**src/rtl/counter_ccu_pkg.sv**
```systemverilog
// counter_ccu_pkg: shared types for the capture/compare counter.
//   ccu_edge_t  : 2-bit edge qualifier code (none / rise / fall / both)
//   ccu_state_t : counter FSM state (idle / run)
package counter_ccu_pkg;

  typedef logic [1:0] ccu_edge_t;

  localparam ccu_edge_t EDGE_NONE = 2'b00;
  localparam ccu_edge_t EDGE_RISE = 2'b01;
  localparam ccu_edge_t EDGE_FALL = 2'b10;
  localparam ccu_edge_t EDGE_BOTH = 2'b11;

  typedef enum logic {
    ST_IDLE = 1'b0,
    ST_RUN  = 1'b1
  } ccu_state_t;

endpackage

```
**src/rtl/counter_ccu_evt.sv**
```systemverilog
// counter_ccu_evt: selects one bit of the source bus and qualifies it with an
// edge code against the previous-cycle copy of the bus.
//   src       : current source bus
//   src_q     : source bus registered one cycle earlier (shared at top level)
//   sel       : bit select
//   edge_code : EDGE_NONE never fires
//   evt       : combinational event, valid in the cycle the transition is seen
module counter_ccu_evt
  import counter_ccu_pkg::*;
#(
  parameter int SRC_NUM = 8,
  parameter int SEL_W   = $clog2(SRC_NUM)
) (
  input  logic [SRC_NUM-1:0] src,
  input  logic [SRC_NUM-1:0] src_q,
  input  logic [SEL_W-1:0]   sel,
  input  ccu_edge_t          edge_code,
  output logic               evt
);

  logic cur, prv;

  assign cur = src[sel];
  assign prv = src_q[sel];

  always_comb begin
    evt = 1'b0;
    case (edge_code)
      EDGE_RISE: evt = cur & ~prv;
      EDGE_FALL: evt = ~cur & prv;
      EDGE_BOTH: evt = cur ^ prv;
      default:   evt = 1'b0;
    endcase
  end

endmodule

```
**src/rtl/counter_ccu.sv**
```systemverilog
// counter_ccu: one CNT_W-bit up-counter with programmable period shared by
// CH_NUM capture/compare channels. Start/stop/clear and per-channel capture
// events are selected from i_src and edge-qualified.
//   i_clk, i_rst_n            : clock, synchronous active-low reset
//   i_src                     : synchronised source bus
//   i_enable                  : block enable (0 forces idle, count 0, outputs 0)
//   i_sel_*/i_edge_*          : start/stop/clear source select and edge code
//   i_period, i_oneshot       : terminal count, stop after first wrap
//   i_ch_*                    : per-channel mode/select/edge/compare/overrun/read
//   i_int_en, i_wrap_clr      : interrupt enables (MSB = wrap), wrap flag clear
//   o_cnt, o_running          : count and run state
//   o_ch_cap/status/ovf/out   : capture data, capture valid, overrun, PWM
//   o_wrap_flag, o_int        : sticky wrap, level interrupt
module counter_ccu
  import counter_ccu_pkg::*;
#(
  parameter int CNT_W   = 32,
  parameter int CH_NUM  = 4,
  parameter int SRC_NUM = 8,
  parameter int SEL_W   = $clog2(SRC_NUM)
) (
  input  logic                    i_clk,
  input  logic                    i_rst_n,
  input  logic [SRC_NUM-1:0]      i_src,
  input  logic                    i_enable,
  input  logic [SEL_W-1:0]        i_sel_start,
  input  logic [SEL_W-1:0]        i_sel_stop,
  input  logic [SEL_W-1:0]        i_sel_clear,
  input  ccu_edge_t               i_edge_start,
  input  ccu_edge_t               i_edge_stop,
  input  ccu_edge_t               i_edge_clear,
  input  logic [CNT_W-1:0]        i_period,
  input  logic                    i_oneshot,
  input  logic [CH_NUM-1:0]       i_ch_mode,
  input  logic [CH_NUM*SEL_W-1:0] i_ch_sel,
  input  logic [CH_NUM*2-1:0]     i_ch_edge,
  input  logic [CH_NUM*CNT_W-1:0] i_ch_cmp,
  input  logic [CH_NUM-1:0]       i_ch_ovf_keep,
  input  logic [CH_NUM-1:0]       i_ch_read,
  input  logic [CH_NUM:0]         i_int_en,
  input  logic                    i_wrap_clr,
  output logic [CNT_W-1:0]        o_cnt,
  output logic                    o_running,
  output logic [CH_NUM*CNT_W-1:0] o_ch_cap,
  output logic [CH_NUM-1:0]       o_ch_status,
  output logic [CH_NUM-1:0]       o_ch_ovf,
  output logic [CH_NUM-1:0]       o_ch_out,
  output logic                    o_wrap_flag,
  output logic                    o_int
);

  logic [SRC_NUM-1:0]           src_q;
  logic                         start_evt, stop_evt, clear_evt;
  logic [CH_NUM-1:0]            ch_evt;
  ccu_state_t                   state;
  logic [CNT_W-1:0]             cnt;
  logic                         run, at_period, wrap, wrap_flag;
  logic [CH_NUM-1:0][CNT_W-1:0] ch_cap;
  logic [CH_NUM-1:0]            ch_status, ch_ovf, ch_out;

  // single history copy of the source bus, shared by every event detector
  always_ff @(posedge i_clk) begin
    if (!i_rst_n) src_q <= '0;
    else          src_q <= i_src;
  end

  counter_ccu_evt #(.SRC_NUM(SRC_NUM), .SEL_W(SEL_W)) u_start_evt (
    .src(i_src), .src_q(src_q), .sel(i_sel_start), .edge_code(i_edge_start), .evt(start_evt)
  );
  counter_ccu_evt #(.SRC_NUM(SRC_NUM), .SEL_W(SEL_W)) u_stop_evt (
    .src(i_src), .src_q(src_q), .sel(i_sel_stop), .edge_code(i_edge_stop), .evt(stop_evt)
  );
  counter_ccu_evt #(.SRC_NUM(SRC_NUM), .SEL_W(SEL_W)) u_clear_evt (
    .src(i_src), .src_q(src_q), .sel(i_sel_clear), .edge_code(i_edge_clear), .evt(clear_evt)
  );

  assign run       = (state == ST_RUN);
  assign at_period = (cnt == i_period);
  // a clear in the same cycle wins over the terminal-count wrap
  assign wrap      = i_enable && run && !clear_evt && at_period;

  // Clear only touches the count; stop/start still steer the state, so a
  // simultaneous start+stop+clear lands in IDLE with count 0. A count above
  // the period simply rolls over through 2^CNT_W before matching again.
  always_ff @(posedge i_clk) begin
    if (!i_rst_n) begin
      state <= ST_IDLE;
      cnt   <= '0;
    end else if (!i_enable) begin
      state <= ST_IDLE;
      cnt   <= '0;
    end else begin
      if (clear_evt)   cnt <= '0;
      else if (run)    cnt <= at_period ? '0 : cnt + CNT_W'(1);
      if (stop_evt || (wrap && i_oneshot)) state <= ST_IDLE;
      else if (start_evt)                  state <= ST_RUN;
    end
  end

  // set beats clear when both land in the same cycle
  always_ff @(posedge i_clk) begin
    if (!i_rst_n)        wrap_flag <= 1'b0;
    else if (wrap)       wrap_flag <= 1'b1;
    else if (i_wrap_clr) wrap_flag <= 1'b0;
  end

  for (genvar g = 0; g < CH_NUM; g++) begin : g_ch
    logic [CNT_W-1:0] cap_q;
    logic             st_q, ovf_q, out_q, cap_evt, rd;

    counter_ccu_evt #(.SRC_NUM(SRC_NUM), .SEL_W(SEL_W)) u_ch_evt (
      .src(i_src), .src_q(src_q), .sel(i_ch_sel[g*SEL_W +: SEL_W]),
      .edge_code(i_ch_edge[g*2 +: 2]), .evt(ch_evt[g])
    );

    assign cap_evt = ch_evt[g] & i_enable & i_ch_mode[g];
    assign rd      = i_ch_read[g];

    always_ff @(posedge i_clk) begin
      if (!i_rst_n) begin
        cap_q <= '0;
        st_q  <= 1'b0;
        ovf_q <= 1'b0;
      end else if (cap_evt) begin
        if (!st_q || rd) begin
          // fresh capture, or the read consumed the old one this cycle
          cap_q <= cnt;
          st_q  <= 1'b1;
          if (rd) ovf_q <= 1'b0;
        end else begin
          ovf_q <= 1'b1;
          if (!i_ch_ovf_keep[g]) cap_q <= cnt;
        end
      end else if (rd) begin
        st_q  <= 1'b0;
        ovf_q <= 1'b0;
      end
    end

    // PWM: registered, so it trails o_cnt by one cycle
    always_ff @(posedge i_clk) begin
      if (!i_rst_n) out_q <= 1'b0;
      else          out_q <= i_enable && !i_ch_mode[g] && run &&
                             (cnt >= i_ch_cmp[g*CNT_W +: CNT_W]);
    end

    assign ch_cap[g]    = cap_q;
    assign ch_status[g] = st_q;
    assign ch_ovf[g]    = ovf_q;
    assign ch_out[g]    = out_q;
  end

  assign o_cnt       = cnt;
  assign o_running   = run;
  assign o_ch_cap    = ch_cap;
  assign o_ch_status = ch_status;
  assign o_ch_ovf    = ch_ovf;
  assign o_ch_out    = ch_out;
  assign o_wrap_flag = wrap_flag;
  assign o_int       = |({wrap_flag, ch_status} & i_int_en);

endmodule
```
**config.mk**
```make
export PLATFORM = sky130hd
export DESIGN_NAME = counter_ccu
export DESIGN_NICKNAME = d
export VERILOG_FILES = /design/src/rtl/counter_ccu_pkg.sv /design/src/rtl/counter_ccu_evt.sv /design/src/rtl/counter_ccu.sv
export SDC_FILE = /design/constraint.sdc
export NUM_CORES = 1
export LEC_CHECK = 0
export CAP_MARGIN = 15
export CORE_MARGIN = 3
export CORE_UTILIZATION = 47
export CTS_CLUSTER_DIAMETER = 50
export DETAILED_ROUTE_END_ITERATION = 8
export MAX_ROUTING_LAYER = met4
export PLACE_DENSITY = 0.87
export SLEW_MARGIN = 20
export SYNTH_ARGS = -nofsm -noshare
export SYNTH_HDL_FRONTEND = slang
export SYNTH_SLANG_ARGS = --single-unit
```
**constraint.sdc**
```tcl
create_clock -name i_clk -period 3.5 [get_ports i_clk]
set_input_delay 0.7 -clock i_clk [delete_from_list [all_inputs] [get_ports i_clk]]
set_output_delay 0.7 -clock i_clk [all_outputs]
set_load 0.03 [all_outputs]
```
### After elaboration in Yosys (flattened, before gate mapping)

Cells that the tools add are included.

* flip-flop bits (word level): 182
* input port bits: 225
* output and inout bits: 175
* word-level logic and storage cells: 224

* $add $sub $neg: 1
* magnitude comparators: 11
* equality and inequality tests: 30
* mux-type cells: 70
* bitwise operators: 46
* reduce and logical (&&, ||, !) cells: 46

Operators with widths (number)
* 32-bit 2-to-1 mux: 9
* 32-bit greater-or-equal comparator: 4
* 1-bit binary-select mux with 3-bit select: 14
* 1-bit 2-to-1 mux: 40
* 32-bit by 1-bit adder with 32-bit output, second input constant: 1
* 32-bit equality test: 1
* 2-bit equality test, second input constant: 14
* 3-bit by 4-bit less-than comparator with 1-bit output, second input constant: 7
* 1-bit bitwise AND: 22
* 1-bit case mux with 3 select lines: 7
* 1-bit logical AND: 16
* 2-bit by 1-bit != test with 1-bit output, second input constant: 8
* 1-bit inverter: 16
* 2-bit AND reduction: 8
* 2-bit by 1-bit equality test with 1-bit output, second input constant: 7
* 2-bit nonzero test: 5
* 1-bit logical NOT: 9
* 1-bit XOR: 7
* 3-bit OR reduction: 2
* 5-bit bitwise AND: 1
* 1-bit logical OR: 5
* 5-bit OR reduction: 1

### Logic depth before layout (Yosys ltp)

Gate-level depths: netlist (run 1).

* depth in word-level cells: 11
* mapped depth: 10
* mapped depth without buffers: 9

### Hierarchy

A second synthesis (run 1) with hierarchy kept.

* cells, all modules: 1423
* area, all modules: 12095.4 um2

By module, submodules not included
* counter_ccu: instances 1, cells an instance 1325, area each 10702.8 um2, seq. area each 3643.5 um2
* counter_ccu_evt: instances 7, cells an instance 14, area each 198.9 um2, seq. area each 0.0 um2

### Least setup slack after synthesis (run 1)

No wires, ideal clock.

* kind: input-to-reg
* start point: input i_ch_sel[0]
* end point: register g_ch[0].cap_q[22]
* setup time: 116 ps
* data arrival time: 2815 ps
* required time: 3384 ps
* setup slack: 569 ps
* stages on the path: 10
* path buffers: 1
* cells stage by stage: mux4_2 mux2i_1 inv_1 ha_1 nor2b_1 o21ai_1 a221oi_2 buf_2 mux2i_1 nor2b_1

* cells in the longest elaborated chain, start to end: 8
* elaborated cells between the ends (all ways): 13
* classes of those cells: mux: 5; bitwise: 7; reduce/logical: 1

Ends and longest elaborated chain
* start, declared: RTL line counter_ccu.sv:35 `input logic [CH_NUM*SEL_W-1:0] i_ch_sel,`
* 1-bit binary-select mux with 3-bit select (on tied branches): RTL line counter_ccu_evt.sv:23, counter_ccu_evt.sv:24
* 1-bit 2-to-1 mux (on tied branches): RTL line counter_ccu_evt.sv:23, counter_ccu_evt.sv:24
* 1-bit inverter (on tied branches): RTL line counter_ccu_evt.sv:30, counter_ccu_evt.sv:29
* 1-bit bitwise AND (on tied branches): RTL line counter_ccu_evt.sv:30, counter_ccu_evt.sv:29
* 1-bit case mux with 3 select lines (*): RTL line counter_ccu_evt.sv:28 `case (edge_code)`
* 1-bit bitwise AND (*) (2 in series): RTL line counter_ccu.sv:116 `assign cap_evt = ch_evt[g] & i_enable & i_ch_mode[g];`
* 2-bit AND reduction (no line) (*)
* end signal, assigned: RTL line counter_ccu.sv:127 `cap_q <= cnt;`
* end signal, assigned: RTL line counter_ccu.sv:132 `if (!i_ch_ovf_keep[g]) cap_q <= cnt;`
* end, declared: RTL line counter_ccu.sv:108 `logic [CNT_W-1:0] cap_q;`

Every way passes the cells marked *; elsewhere a longest branch is shown, timed or not. The select of a mux whose other input is x is not followed.
A chain may end at the register's enable or synchronous reset.

### Worst setup path in the final report (run 1)

* start point: input i_ch_sel[9]
* end point: register g_ch[3].cap_q[1]

* cells in the longest elaborated chain, start to end: 8
* elaborated cells between the ends (all ways): 13
* classes of those cells: mux: 5; bitwise: 7; reduce/logical: 1

Ends and longest elaborated chain (RTL line)
* 1-bit binary-select mux with 3-bit select (on tied branches): counter_ccu_evt.sv:23, counter_ccu_evt.sv:24
* 1-bit 2-to-1 mux (on tied branches): counter_ccu_evt.sv:23, counter_ccu_evt.sv:24
* 1-bit inverter (on tied branches): counter_ccu_evt.sv:30, counter_ccu_evt.sv:29
* 1-bit bitwise AND (on tied branches): counter_ccu_evt.sv:30, counter_ccu_evt.sv:29
* 1-bit case mux with 3 select lines (*): counter_ccu_evt.sv:28
* 1-bit bitwise AND (*) (2 in series): counter_ccu.sv:116
* 2-bit AND reduction (no line) (*)
* end signal, assigned: counter_ccu.sv:127
* end signal, assigned: counter_ccu.sv:132
* end, declared: counter_ccu.sv:108

Marked as above.

==> impl_metrics.ini, run 1 <==
[pwr]
p_per_area_nw_per_um2 = 283
clkPwrFrac = 0.409
power_frac_comb = 0.161
sw_frac_of_total = 0.277
vdd_ir_drop_max_v = 0.000298
total_power_mw = 4.87
p_int_mw = 3.52
p_seq_frac = 0.430
p_sw_mw = 1.35
p_leak_nw = 7.09

[detailed_routing]
drt_iter0_drc = 647
wire_per_inst_um = 21.0
postRouteAntennaNets = 0
viasPerCell = 5.49
first_pass_iters = 7
routed_wl_mm = 42.3
num_vias = 11000
drc = 0

[layout]
fillers = 1973
most-common-layout-cells = 398 x clkdlybuf4s50_1, 182 x dfxtp_1, 148 x mux2i_1, 143 x ha_1, 142 x inv_1
drive_above_1_share = 0.0852
seq_area_sq_um = 3640
syn2layout_area_growth_pct = 41.9
final_nets = 2033
multi_input_area_sq_um = 7540
final_util = 0.681
final_common_cell = clkdlybuf4s50_1
fin_area_sq_um = 17200

[logic_synthesis]
synth.distinct_cells = 51
synth-async-reset-ratio = 0
syn_inst = 1275
syn-mean-instance-area_sq_um = 9.50
synth_area_leaders = dfxtp_1 30%, ha_1 15%, mux2i_1 12%, nor2b_1 7.3%, mux4_2 5.2%
yosysSeqAreaShare = 0.301
synth-seq-cells = 182
synth-edff-count = 0
yosysTopAreaCell = dfxtp_1
syn_nets = 1643
ys.warnings.count = 0
syn_area_sq_um = 12100
yosysTopAreaCellShare = 0.301
synth_flop_cell = dfxtp_1

[sta]
worst_slew_pin_slew_ns = 0.875
period_minus_slack_ns = 3.35
hold_ws_ns = 0.522
fmax_ghz = 0.298
setup_viol = 0
hold_violations = 0
fin_worst_skew_ns = 0.0199
rsz0062_at_grt = false
post-route-period-util = 0.958
slew_headroom = 0.412
drv_slew = 0

[status]
status = complete, no violations

[place]
dpl-instance-area_sq_um = 16600
dp_hpwl_mm = 32.7
place.port_buffers = 399
globalplace.congestion = 0.908

[setup_path]
endpoint_kind = register
reg2reg_depth = 10
worstSetupPathType = in2reg
cp-endpoint = g_ch[3].cap_q[1]
crit_family = buffers and inverters
critPathBufInv = 3
cpMaxStageDelayCell = clkdlybuf4s50_1
max_stage_delay_ns = 0.61
cp_max_fo = 32
cp_num_cells = 11
required_ns = 3.83
r2r_slack_ns = 0.67
crit_chain = clkdlybuf4s50_1 > mux4_2 > mux2i_1 > inv_1 > ha_1 > nor2b_1 > o21ai_1 > a221oi_4 > buf_12 > mux2i_1 > nor2b_1
critPathLaunch = i_ch_sel[9]
startpoint_type = input pin
r2r_end = g_ch[1].cap_q[7]
cp.arrival_ns = 3.68
reg2reg_from = src_q[7]

[grt]
overflow = 0
grt_pass1_vias = 11500
antenna_found_initial = 3
grt_pass1_wl_mm = 64.6
grt_max_degree = 98
grtUsageTotal = 0.304

[die]
ioPinCount = 400
die-area_sq_um = 27700
dieHeight_um = 167
rows = 58
fp.dieW_um = 167
start_util = 0.480
fp.coreArea_sq_um = 25300

[cts]
clkTransAtPathRegs_ns = 0.09
cts_tree = built
cts_root_buf = clkbuf_16
post_cts_buffers = 0
ctsLongestPathBuffers = 2
cts_resized = 0
numClockSinks = 182
clk_latency_ns = 0.44
holdBufCountCts = 0
htree_levels = 4
numCtsBuffers = 17

[job]
maxCapViolCount = 0

[hold_path]
hp-class = reg2reg
[tightest hold or removal path, delay by kind of cell, from the launching register on]
| kind | cells | cell delay, ns |
|---|---|---|
| flip-flops | 1 | 0.33 |
| multiplexers | 1 | 0.06 |
| AND/OR/NAND/NOR | 1 | 0.09 |
[layout make-up]
type                            instances  area share
Antenna cell                            3    0.000437
Timing Repair Buffer                  448       0.259
Inverter                              142      0.0310
Clock buffer                           18      0.0255
Sequential cell                       182       0.212
Tap cell                              330      0.0240
Multi-Input combinational cell        874       0.439
Clock inverter                         14     0.00990
[cells in the mapped netlist (4+ instances only)]
| cell | count |
|---|---|
| a211o_1 | 4 |
| a211oi_1 | 8 |
| a21boi_0 | 8 |
| a21o_1 | 16 |
| a21oi_1 | 47 |
| a221oi_1 | 4 |
| a221oi_2 | 4 |
| a311oi_1 | 4 |
| and2_1 | 10 |
| and3_1 | 11 |
| and4_1 | 5 |
| buf_2 | 30 |
| buf_4 | 15 |
| buf_6 | 8 |
| clkbuf_1 | 24 |
| dfxtp_1 | 182 |
| ha_1 | 143 |
| inv_1 | 142 |
| mux2i_1 | 148 |
| mux4_2 | 28 |
| nand2_1 | 25 |
| nand2b_1 | 6 |
| nand3_1 | 36 |
| nand3b_1 | 4 |
| nand4_1 | 33 |
| nor2_1 | 29 |
| nor2_2 | 20 |
| nor2b_1 | 141 |
| nor3_1 | 6 |
| nor3b_1 | 4 |
| nor4_1 | 22 |
| o211ai_1 | 9 |
| o21a_1 | 5 |
| o21ai_0 | 10 |
| o21ai_1 | 4 |
| o31ai_1 | 7 |
| xnor2_1 | 11 |
| xor2_1 | 47 |
[per-layer routing]
layer	vias to the layer above	wire (um)	part of all wire	GRT usage
li1	5201	-	-	-
met1	5252	17000	0.40	0.356
met2	491	20100	0.48	0.499
met3	93	3510	0.083	0.0843
met4	0	1670	0.040	0.118
met5	-	0	0	-
[cells by family (layout without fill, tap and decap cells)]
family | Yosys count | count (layout) | share of synthesized area
mux | 176 | 176 | 0.174
simple gates | 361 | 361 | 0.177
compound gates | 135 | 135 | 0.0763
buf+inv | 219 | 622 | 0.0806
flops | 182 | 182 | 0.301
xor+xnor | 59 | 59 | 0.0433
other cells | 0 | 3 | 0
fa+ha+maj | 143 | 143 | 0.148
[worst min path at each step]
stage / cells past startpoint / start / slack [ns] / endpoint
finish: 2 / g_ch[1].cap_q[23] / 0.52 / g_ch[1].cap_q[23]
global route: 2 / g_ch[0].cap_q[15] / 0.55 / g_ch[0].cap_q[15]
CTS: 2 / g_ch[1].ovf_q / 0.52 / g_ch[1].ovf_q
detailed placement: 2 / g_ch[1].cap_q[23] / 0.50 / g_ch[1].cap_q[23]
global placement: 2 / g_ch[2].cap_q[17] / 0.50 / g_ch[2].cap_q[17]
floorplan: 2 / g_ch[0].ovf_q / 0.49 / g_ch[0].ovf_q
[sequential cells by signal, indices dropped and copies added, names as in the netlist]
register,count
src_q,8
g_ch.cap_q,128
g_ch.out_q,4
g_ch.st_q,4
o_wrap_flag,1
o_cnt,32
o_running,1
g_ch.ovf_q,4
[stage by stage]
stage	TNS, ns	cells	setup slack [ns]
after detailed placement	-30.48	1976	-0.283
after floorplan	0	1275	0.569
after global routing	0	2011	0.00181
after global placement	-19.19	1976	-0.196
final	0	2011	0.146
after CTS	0	2008	0.152
[power groups by stage]
stage          registers, mW  logic (mW)  clock network [mW]
3_3_place_gp            2.14       0.759                   0
4_1_cts                 2.09       0.784                2.01
2_1_floorplan           2.13       0.363                   0
3_5_place_dp            2.14       0.779                   0
5_1_grt                 2.10       0.845                2.09
6_report                2.09       0.786                1.99
Note: power is estimated with default switching activity, not from simulation.
==> inputs of run 2 (changes only) <==
- clock period: 3.5 -> 4.15 ns (I/O delays scaled with it)
==> run 2 against run 1 <==
Net effect: critical path depth is the same; wire length is 0.79% higher; clock power fell by 17%; sequential power is 15% lower; power shrank 16%; via count increased by 0.16%; sequential share of layout area rose by 0.25 points; setup slack improved by 0.38 ns; critical endpoint is now g_ch[1].cap_q[1]; largest cell class unchanged; largest power group unchanged; highest routed layer unchanged.
==> impl_metrics.ini, run 2 (synthesized netlist as in run 1, its figures left out) <==
[die]
ioPinCount = 400
start_util = 0.480
fp.coreArea_sq_um = 25300
die-area_sq_um = 27700
dieHeight_um = 167
fp.dieW_um = 167
rows = 58

[cts]
cts_resized = 0
cts_root_buf = clkbuf_16
clkTransAtPathRegs_ns = 0.09
numClockSinks = 182
clk_latency_ns = 0.44
cts_tree = built
ctsLongestPathBuffers = 2
post_cts_buffers = 0
numCtsBuffers = 17
htree_levels = 4
holdBufCountCts = 0

[pwr]
vdd_ir_drop_max_v = 0.000267
total_power_mw = 4.07
p_per_area_nw_per_um2 = 240
p_leak_nw = 6.97

[sta]
finalSetupTns_ns = 0
timing.final.ws_setup_ns = 0.523
worst_slew_pin_slew_ns = 0.982
setup_viol = 0
hold_violations = 0
fmax_ghz = 0.276
slew_headroom = 0.346
post-route-period-util = 0.874
drv_slew = 0
period_minus_slack_ns = 3.63
fin_worst_skew_ns = 0.0252
rsz0062_at_grt = false

[detailed_routing]
drt_iter0_drc = 679
wire_per_inst_um = 21.4
drc = 0
first_pass_iters = 5
num_vias = 11100
viasPerCell = 5.56
routed_wl_mm = 42.6
postRouteAntennaNets = 0

[layout]
registers.top_by_ff_count = g_ch.cap_q
largest_register_ffs = 128
syn2layout_area_growth_pct = 40.3
fillers = 1986
drive_above_1_share = 0.0725
most-common-layout-cells = 398 x clkdlybuf4s50_1, 182 x dfxtp_1, 148 x mux2i_1, 143 x ha_1, 142 x inv_1
final_nets = 2011
final_common_cell = clkdlybuf4s50_1
final_cells = 1989
fin_area_sq_um = 17000

[grt]
grt_pass1_wl_mm = 64.7
grtUsageTotal = 0.305
overflow = 0
grt_max_degree = 124
antenna_found_initial = 4
grt_pass1_vias = 11800

[setup_path]
cpMaxStageDelayCell = clkdlybuf4s50_1
cp.arrival_ns = 3.94
critPathBufInv = 3
worstSetupPathType = in2reg
required_ns = 4.46
endpoint_kind = register
crit_chain = clkdlybuf4s50_1 > mux4_2 > mux2i_1 > inv_1 > ha_1 > nor2b_1 > o21ai_1 > a221oi_4 > buf_12 > mux2i_1 > nor2b_1
cp_max_fo = 32
crit_family = multiplexers
startpoint_type = input pin
max_stage_delay_ns = 0.65

[place]
dpl-instance-area_sq_um = 16400
place.port_buffers = 399
place_ws_ns = 0.144
dp_hpwl_mm = 31.9
globalplace.congestion = 0.939
dp_cells = 1954

[status]
status = complete, no violations

[hold_path]
hp-class = reg2reg

[job]
maxCapViolCount = 0
run 2: cell types whose count changed in the layout (fill, tap and decap cells not counted):
| cell | change |
|---|---|
| buf_12 | -2 |
| buf_4 | -20 |
| clkbuf_8 | -1 |
| clkinv_4 | -1 |
| clkinv_8 | -1 |
| diode_2 | +1 |
| inv_6 | -1 |
| inv_8 | +3 |
run 2: routing by layer:
| metal | vias up | share of wire | wire (um) | GRT usage |
|---|---|---|---|---|
| li1 | 5166 | - | - | - |
| met1 | 5258 | 0.40 | 17000 | 0.344 |
| met2 | 519 | 0.47 | 20200 | 0.505 |
| met3 | 112 | 0.086 | 3650 | 0.0897 |
| met4 | 0 | 0.041 | 1760 | 0.134 |
| met5 | - | 0 | 0 | - |
run 2: metrics by stage:
stage / hold slack [ns] / util
after floorplan: 0.488 / -
after global placement: 0.495 / 0.649
after detailed placement: 0.502 / 0.649
after CTS: 0.527 / 0.672
after global routing: 0.536 / 0.673
final: 0.522 / 0.673
run 2: path summary, 6_finish.rpt:
check                        start                to  slack (ns)  cells past startpoint
hold / removal    g_ch[0].cap_q[4]  g_ch[0].cap_q[4]        0.52                      2
setup / recovery       i_ch_sel[3]  g_ch[1].cap_q[1]        0.52                     11
hold reg to reg   g_ch[0].cap_q[4]  g_ch[0].cap_q[4]        0.52                      2
setup reg to reg          src_q[7]  g_ch[1].cap_q[1]        1.25                     10
run 2: tightest hold or removal path, delay by kind of cell, from the launching register on:
| family | cells | cell delay [ns] |
|---|---|---|
| flops | 1 | 0.34 |
| simple gates | 1 | 0.09 |
| mux | 1 | 0.06 |
run 2: final cells by class:
cell class                      instances  area (sq um)  area share
Multi-Input combinational cell        874          7540       0.444
Clock inverter                         14           170      0.0100
Timing Repair Buffer                  426          4260       0.251
Tap cell                              330           413      0.0243
Inverter                              142           533      0.0314
Sequential cell                       182          3640       0.214
Antenna cell                            4          10.0    0.000589
Clock buffer                           17           425      0.0250
run 2: power breakdown:
group	switching (mW)	internal (mW)	total (mW)	leakage (nW)
combinational	0.273	0.369	0.642	5.22
sequential	0.0152	1.75	1.77	1.47
clock	0.844	0.819	1.66	0.291
total	1.13	2.94	4.07	6.97
